### config.mk
export PLATFORM = sky130hd
export DESIGN_NAME = pre_if_fetch_unit
export DESIGN_NICKNAME = d
export VERILOG_FILES = /design/src/rtl/pre_if_fetch_unit.sv
export SDC_FILE = /design/constraint.sdc
export NUM_CORES = 1
export LEC_CHECK = 0
export BUFFER_PORTS_ARGS = -buffer_cell sky130_fd_sc_hd__buf_4
export CAP_MARGIN = 20
export CORE_MARGIN = 5
export CORE_UTILIZATION = 45
export DETAILED_ROUTE_END_ITERATION = 8
export GPL_TIMING_DRIVEN = 0
export PLACE_DENSITY = 0.76
export SETUP_SLACK_MARGIN = 0.4
export SYNTH_ARGS = -nofsm -noshare
export SYNTH_HDL_FRONTEND = slang
export SYNTH_SLANG_ARGS = --single-unit
### constraint.sdc
create_clock -name clk -period 4.1 [get_ports clk]
set_input_delay 0.82 -clock clk [delete_from_list [all_inputs] [get_ports clk]]
set_output_delay 0.82 -clock clk [all_outputs]
set_load 0.01 [all_outputs]
### src/rtl/pre_if_fetch_unit.sv
// Pre-IF fetch unit: credit-limited inst_sram requester with redirect/drop handling and a fetched-instruction FIFO.
// Optional perf counters are built only when PFU_PERF_CNT_EN is defined.
module pre_if_fetch_unit #(
  parameter int          OUTSTANDING = 2,
  parameter int          BUF_DEPTH   = 4,
  parameter logic [31:0] RESET_PC    = 32'hbfc00000,
  parameter logic [31:0] EX_ENTRY    = 32'hbfc00380
) (
  input  logic        clk,
  input  logic        reset,
  input  logic        fs_allowin,
  output logic        pfs_to_fs_valid,
  output logic [63:0] pfs_to_fs_bus,
  input  logic        br_taken,
  input  logic [31:0] br_target,
  input  logic        ws_ex,
  input  logic        ws_eret,
  input  logic [31:0] cp0_epc,
  output logic        inst_sram_req,
  output logic [31:0] inst_sram_addr,
  input  logic        inst_sram_addr_ok,
  input  logic [31:0] inst_sram_rdata,
  input  logic        inst_sram_data_ok,
  output logic [31:0] perf_fetch_cnt,
  output logic [31:0] perf_drop_cnt
);
  localparam int IW = $clog2(OUTSTANDING + 1);
  localparam int QW = (OUTSTANDING > 1) ? $clog2(OUTSTANDING) : 1;
  localparam int FW = $clog2(BUF_DEPTH);
  localparam int CW = $clog2(BUF_DEPTH + 1);

  logic          started;
  logic [31:0]   pc;
  logic [31:0]   target;
  logic [IW-1:0] inflight, drop_cnt;
  logic [31:0]   pc_q [OUTSTANDING];
  logic [QW-1:0] q_wr, q_rd;
  logic [63:0]   fifo [BUF_DEPTH];
  logic [FW-1:0] f_wr, f_rd;
  logic [CW-1:0] f_cnt;
  logic          redirect, accept, dok, keep, discard, pop;

  function automatic logic [QW-1:0] qnext(input logic [QW-1:0] p);
    return (p == QW'(OUTSTANDING - 1)) ? '0 : p + QW'(1);
  endfunction

  assign redirect = ws_ex | ws_eret | br_taken;

  always_comb begin
    target = br_target;
    if (ws_ex)        target = EX_ENTRY;
    else if (ws_eret) target = cp0_epc;
  end

  // Credit rule: only request when the response is guaranteed a FIFO slot.
  assign inst_sram_req  = started && !redirect && (int'(inflight) < OUTSTANDING) &&
                          (int'(inflight) + int'(f_cnt) < BUF_DEPTH);
  assign inst_sram_addr = {pc[31:2], 2'b00};

  assign accept  = inst_sram_req && inst_sram_addr_ok;
  assign dok     = inst_sram_data_ok && (inflight != '0);
  assign keep    = dok && (drop_cnt == '0) && !redirect;
  assign discard = dok && !keep;

  assign pfs_to_fs_valid = (f_cnt != '0);
  assign pfs_to_fs_bus   = pfs_to_fs_valid ? fifo[f_rd] : '0;
  assign pop             = pfs_to_fs_valid && fs_allowin;

  always_ff @(posedge clk or posedge reset) begin
    if (reset) begin
      started  <= 1'b0;
      pc       <= RESET_PC;
      inflight <= '0;
      drop_cnt <= '0;
      q_wr     <= '0;
      q_rd     <= '0;
      f_wr     <= '0;
      f_rd     <= '0;
      f_cnt    <= '0;
    end else begin
      started <= 1'b1;
      if (redirect)    pc <= target;
      else if (accept) pc <= pc + 32'd4;
      if (accept) q_wr <= qnext(q_wr);
      if (dok)    q_rd <= qnext(q_rd);
      inflight <= inflight + IW'(accept) - IW'(dok);
      // Every request still outstanding after a redirect belongs to the old stream.
      if (redirect)     drop_cnt <= inflight - IW'(dok);
      else if (discard) drop_cnt <= drop_cnt - IW'(1);
      if (redirect) begin
        f_cnt <= '0;
        f_rd  <= f_wr;
      end else begin
        if (keep) f_wr <= f_wr + FW'(1);
        if (pop)  f_rd <= f_rd + FW'(1);
        f_cnt <= f_cnt + CW'(keep) - CW'(pop);
      end
    end
  end

  always_ff @(posedge clk) begin
    if (accept) pc_q[q_wr] <= pc;
    if (keep)   fifo[f_wr] <= {inst_sram_rdata, pc_q[q_rd]};
  end

`ifdef PFU_PERF_CNT_EN
  logic [31:0] fetch_cnt_q, drop_cnt_q;
  always_ff @(posedge clk or posedge reset) begin
    if (reset) begin
      fetch_cnt_q <= '0;
      drop_cnt_q  <= '0;
    end else begin
      if (keep)    fetch_cnt_q <= fetch_cnt_q + 32'd1;
      if (discard) drop_cnt_q  <= drop_cnt_q + 32'd1;
    end
  end
  assign perf_fetch_cnt = fetch_cnt_q;
  assign perf_drop_cnt  = drop_cnt_q;
`else
  assign perf_fetch_cnt = '0;
  assign perf_drop_cnt  = '0;
`endif
endmodule
==> metrics.csv, run 1 <==
metric,value,unit
Max Slew Vio Count,0,
Least-Margin Pin Slew,1010,ps
CP max stage delay,760,ps
average size of a mapped cell,16.5,µm²
Row Count,68,
antenna cells,0,
Worst R2R Path Depth,8,
TritonCTS clock tree,yes,
Post-Route WL,37400,µm
first-pass GRT wire length,56500,µm
die width,198,µm
Worst setup EP type,output pin,
Leak,7.48,nW
total CTS buffers,37,
DRC,0,
crit path DAT,2610,ps
Via density,5.26,
Reg-to-Reg Start,inflight[1],
slowest cell on the critical path,buf_1,
CTS sink cnt,366,
num ports,266,
Antenna Nets Post-Route,0,
Core ar.,34600,µm²
number of distinct library cells after synthesis,59,
Finished Core Util,0.564,
final setup fails,0,
Worst-Skew Late Latency,520,ps
largest net degree at the start of global routing,51,
via count,9212,
antenna violations before repair,0,
top_reg_cell synth,edfxtp_1,
Commonest cells post-synth,"320 x edfxtp_1, 98 x buf_4, 73 x and2_1",
"Cell Chain, Critical Path",buf_1 -> mux4_2 -> and2_1 -> buf_4,
"Hold Vio Cnt, Final",0,
Worst Skew,21.1,ps
Area contributors post-synth,"edfxtp_1 61%, mux4_2 9.1%, dfrtp_1 5.8%",
fraction of layout cells with a size suffix above 1,0.383,
max-capacitance violation count,0,
met2 Resource Use GR,0.318,
Yosys top cell area share,0.606,
most used routing layer,met2,
status,completed,
grt met3 use,0.0367,
H-tree Lvls,2,
critical path launch point,f_rd[0],
Synth warnings,0,
Cell Pwr Density,486,nW/µm²
clock slew at reported path FFs,60,ps
Die H,198,µm
Hold Path Class,primary input to asynchronous set/reset pin,
Final Cycle Share,0.837,
CTS Root Buffer Type,clkbuf_16,
Critical Path Fanout Max,10,
starting DRC count in detailed routing,747,
Fill cells,2712,
Cells after Synth,962,
Max Freq,0.291,GHz
number of synthesized flops with an enable pin,320,
number of global-route vias before repair,9717,
cell with the most instances after synthesis,edfxtp_1,
Initial Util,0.458,
Layout Nets,1386,
Final TNS setup,0,ps
largest area contributor in the netlist,edfxtp_1,
DR WL/cell,21.3,µm
DIE AREA,39100,µm²
final worst path period need,3430,ps
DPL Wire Length,26200,µm
crit path kind,flip-flop to output pin,
GRT overflow,0,
global routing usage on met1,0.254,
GRT Total Usage,0.189,
slew margin rel.,0.327,
Pre-Repair DR Iteration Count,6,
final std cells w/o fill,1751,
post-synthesis cell area,15800,µm²
Post-synth ARST share,0.126,
Synth Register Bits,366,
Tot Pwr,9.49,mW
sequential fraction of the synthesis area,0.680,
Peak VDD IR,0.323,mV
GPL Wtd Cong,0.879,
DP Cell Count,1685,
required time of the critical path,3280,ps
reg-to-reg endpoint,pc_q[0][10],
CP Launch Type,flip-flop,
Area Overhead vs Synth,23.2,%
PortBufs,197,
R2R setup slack,1100,ps
CTS max path bufs,3,
RSZ-0062 raised after global routing,false,
number of setup buffers added after CTS,0,
[critical path, delay by kind of cell (launching register included)]
family	cells	cell delay [ps]
AND/OR/NAND/NOR	1	180
buffers and inverters	2	900
flip-flops	1	370
multiplexers	1	640
[flip-flops by register name, summed over array words and instances (netlist names)]
register  count
drop_cnt      2
started       1
f_rd          2
inflight      2
q_wr          1
fifo        256
pc_q         64
f_cnt         3
f_wr          2
pc           32
q_rd          1
[kinds of logic (layout without fill, tap and decap cells)]
kind of cell / after synthesis / after routing / share of synthesized area
xor gates and xnor gates: 15 / 15 / 0.00829
AOI/OAI and AO/OA: 96 / 96 / 0.0397
DFF: 366 / 366 / 0.680
and+or+nand+nor: 199 / 199 / 0.0733
buffers and inverters: 155 / 424 / 0.0612
muxes: 116 / 116 / 0.127
adders and majority gates: 13 / 13 / 0.0107
other: 2 / 67 / 0.000474
[power breakdown]
part | total [mW] | internal [mW] | switching (mW) | leakage [nW]
clock network | 3.33 | 1.99 | 1.34 | 0.580
registers | 4.36 | 4.26 | 0.0992 | 3.44
logic | 1.81 | 0.902 | 0.906 | 3.46
total | 9.49 | 7.14 | 2.35 | 7.48
[routing by layer]
metal	wire length, µm	vias to the layer above	part of all wire
li1	-	4148	-
met1	15200	4622	0.41
met2	18600	396	0.50
met3	2830	46	0.076
met4	796	0	0.021
met5	0	-	0
[worst max-delay path by stage]
| stage | endpoint | cells past startpoint |
|---|---|---|
| floorplan | fifo[0][0] | 5 |
| global placement | fifo[0][40] | 5 |
| detailed placement | pc_q[1][4] | 4 |
| CTS | pfs_to_fs_bus[24] | 4 |
| global route | pfs_to_fs_bus[43] | 5 |
| finish | pfs_to_fs_bus[24] | 4 |
[layout by cell type (no fill, tap or decap), types with 12 or more instances in the layout]
master     synthesis  routed
edfxtp_1         320     320
buf_4             98     295
and2_1            73      69
conb_1             2      67
mux4_2            64      64
clkbuf_16          0      39
dfrtp_1           37      37
nor2_1            37      36
mux2_2            36      36
clkbuf_1          26      29
a21oi_1           29      29
nand2_1           20      20
buf_2             16      16
mux2i_1           16      16
nand4_1           15      15
o21ai_0           14      14
xnor2_1           12      12
ha_1              12      12
[metrics by stage]
| stage | setup slack (ps) | hold slack, ps | instance area, µm² |
|---|---|---|---|
| after CTS | 554 | 261 | 19500 |
| after global routing | 454 | 275 | 19500 |
| after detailed placement | 762 | 467 | 18300 |
| after floorplan | 411 | 441 | 16100 |
| after global placement | -1190 | 451 | 18100 |
| final | 666 | 270 | 19500 |
[final cells by class]
type	instances	area, µm²	area share
buffer	143	927	0.0475
clock buffer	44	995	0.0509
clock inverter	22	214	0.0110
inverter	12	45.0	0.00231
multi-input combinational	506	4370	0.224
sequential	366	10800	0.552
tap	455	569	0.0292
timing repair buffer	203	1640	0.0838
[repair_timing]
action                                  4_1_cts  5_1_grt
resized for setup                             2        0
endpoints found under the setup margin       11        0
hold buffers                                  0        0
Note: power is estimated with default switching activity, not from simulation.
==> inputs of run 2 (changes only) <==
==> constraint.sdc (replaced) <==
create_clock -name clk -period 3.6 [get_ports clk]
set_input_delay 0.72 -clock clk [delete_from_list [all_inputs] [get_ports clk]]
set_output_delay 0.72 -clock clk [all_outputs]
set_load 0.01 [all_outputs]
==> run 2 against run 1 <==
  * Flip-flop and latch count did not move
  * Routed wire length fell by 0.28%
  * Critical path depth rose by 1
  * Global-route usage fell by 0.17 points
  * Die area did not move
  * Power rose by 13%
  * Worst setup slack got worse by 120 ps
  * Sequential share of layout area rose by 0.060 points
  * Sequential power rose by 14%
  * First-iteration DRC count rose by 2.9%
  * Largest cell class unchanged
  * Via count barely moved
==> metrics.csv, run 2 (synthesized netlist as in run 1, its figures left out) <==
metric,value,unit
PortBufs,197,
Max Slew Vio Count,0,
Max Freq,0.327,GHz
clock slew at reported path FFs,60,ps
GRT Total Usage,0.187,
CP Launch Type,flip-flop,
DIE AREA,39100,µm²
CP max stage delay,490,ps
final setup fails,0,
Clk pwr share,0.342,
Tot Pwr,10.7,mW
GRT overflow,0,
final std cells w/o fill,1750,
Initial Util,0.458,
die width,198,µm
largest registers,"fifo x256, pc_q x64, pc x32",
RSZ-0062 raised after global routing,false,
status,completed,
Antenna Nets Post-Route,0,
Worst Skew,9.96,ps
Layout Nets,1386,
Row Count,68,
Peak VDD IR,0.389,mV
Comb power frac,0.194,
Top reg by flops,fifo,
"commonest cells after routing, fill and taps aside","320 x edfxtp_1, 299 x buf_4, 69 x and2_1",
final worst path period need,3050,ps
Fin Hold WS,222,ps
crit path DAT,2330,ps
DP Cell Count,1685,
DR WL/cell,21.3,µm
DRC,0,
Post-Route WL,37300,µm
Int Power,8.03,mW
CTS Root Buffer Type,clkbuf_16,
Pre-Repair DR Iteration Count,5,
"Cell Chain, Critical Path",or3_1 -> buf_2 -> clkbuf_1 -> and2_1 -> buf_4,
via count,9220,
slowest cell on the critical path,or3_1,
num ports,266,
Worst setup EP type,output pin,
max FFs per register,256,
number of global-route vias before repair,9617,
number of setup buffers added after CTS,0,
antenna violations before repair,0,
Final Cycle Share,0.848,
starting DRC count in detailed routing,769,
Die H,198,µm
Leak,7.49,nW
H-tree Lvls,2,
max-capacitance violation count,0,
Sw Share,0.248,
Worst-Skew Late Latency,510,ps
first-pass GRT wire length,55900,µm
DPL Wire Length,25600,µm
required time of the critical path,2880,ps
Psw,2.65,mW
Finished Core Util,0.563,
Cell Pwr Density,548,nW/µm²
CTS max path bufs,3,
Via density,5.27,
"Hold Vio Cnt, Final",0,
Fill cells,2699,
total CTS buffers,37,
GPL Wtd Cong,0.877,
Least-Margin Pin Slew,931,ps
Critical Path Fanout Max,10,
"commonest non-fill, non-tap cell in the layout",edfxtp_1,
slew margin rel.,0.379,
CTS sink cnt,366,
placed cell areas,18300,µm²
fraction of layout cells with a size suffix above 1,0.388,
Hold Path Class,primary input to asynchronous set/reset pin,
largest net degree at the start of global routing,52,
Area Overhead vs Synth,23.1,%
"Design Area, Final",19500,µm²
Flop pwr share,0.464,
TritonCTS clock tree,yes,
antenna cells,0,
Core ar.,34600,µm²
crit path kind,flip-flop to output pin,
[run 2: critical path: cells and delay by family, from the launching register on]
family                 cells  cell delay (ps)
and+or+nand+nor            2              720
buffers and inverters      3              670
DFF                        1              430
[run 2: through the flow]
| step | setup WS (ps) | TNS (ps) |
|---|---|---|
| 2_1_floorplan | 704 | 0 |
| 3_3_place_gp | -315 | -85220 |
| 3_5_place_dp | 470 | 0 |
| 4_1_cts | 404 | 0 |
| 5_1_grt | 416 | 0 |
| 6_report | 546 | 0 |
[run 2: power by group through the flow]
stage	sequential, mW	combinational [mW]	clock [mW]
4_1_cts	4.96	2.11	3.74
3_3_place_gp	5.04	2.02	0
6_report	4.96	2.07	3.66
5_1_grt	4.97	2.26	3.92
3_5_place_dp	5.05	2.07	0
2_1_floorplan	5.00	1.49	0
[run 2: layer usage]
layer  track usage  up-vias  routed length (µm)
met5             0        -                   0
met4        0.0487        0                 808
met3        0.0411       49                2920
met2         0.313      382               18700
met1         0.250     4641               14800
li1              -     4148                   -
[run 2: layout make-up]
class / instances / area, µm² / area share
flip-flops and latches: 366 / 10800 / 0.552
multi-input cells: 506 / 4370 / 0.224
repair buffers: 203 / 1640 / 0.0839
clock buffers: 50 / 1020 / 0.0521
plain buffers: 143 / 962 / 0.0493
well taps: 455 / 569 / 0.0292
clock inverters: 15 / 135 / 0.00693
inverters: 12 / 45.0 / 0.00231
[run 2: worst paths after layout]
check | start | to | slack (ps) | depth (start not counted)
setup / recovery | f_cnt[2] | pfs_to_fs_bus[11] | 550 | 5
hold / removal | reset | started | 220 | 2
setup reg to reg | inflight[1] | pc_q[0][9] | 550 | 8
hold reg to reg | pc[0] | pc_q[1][0] | 490 | 0
max in group asynchronous | reset | pc[25] | 2790 | 3
min in group clk | inst_sram_rdata[0] | fifo[3][32] | 410 | 1
[run 2: what timing repair did]
| item | in CTS | in global routing |
|---|---|---|
| gates cloned | 0 | 0 |
| endpoints found under the setup margin | 59 | 42 |
| gates resized for setup | 15 | 4 |
| hold buffers | 0 | 0 |
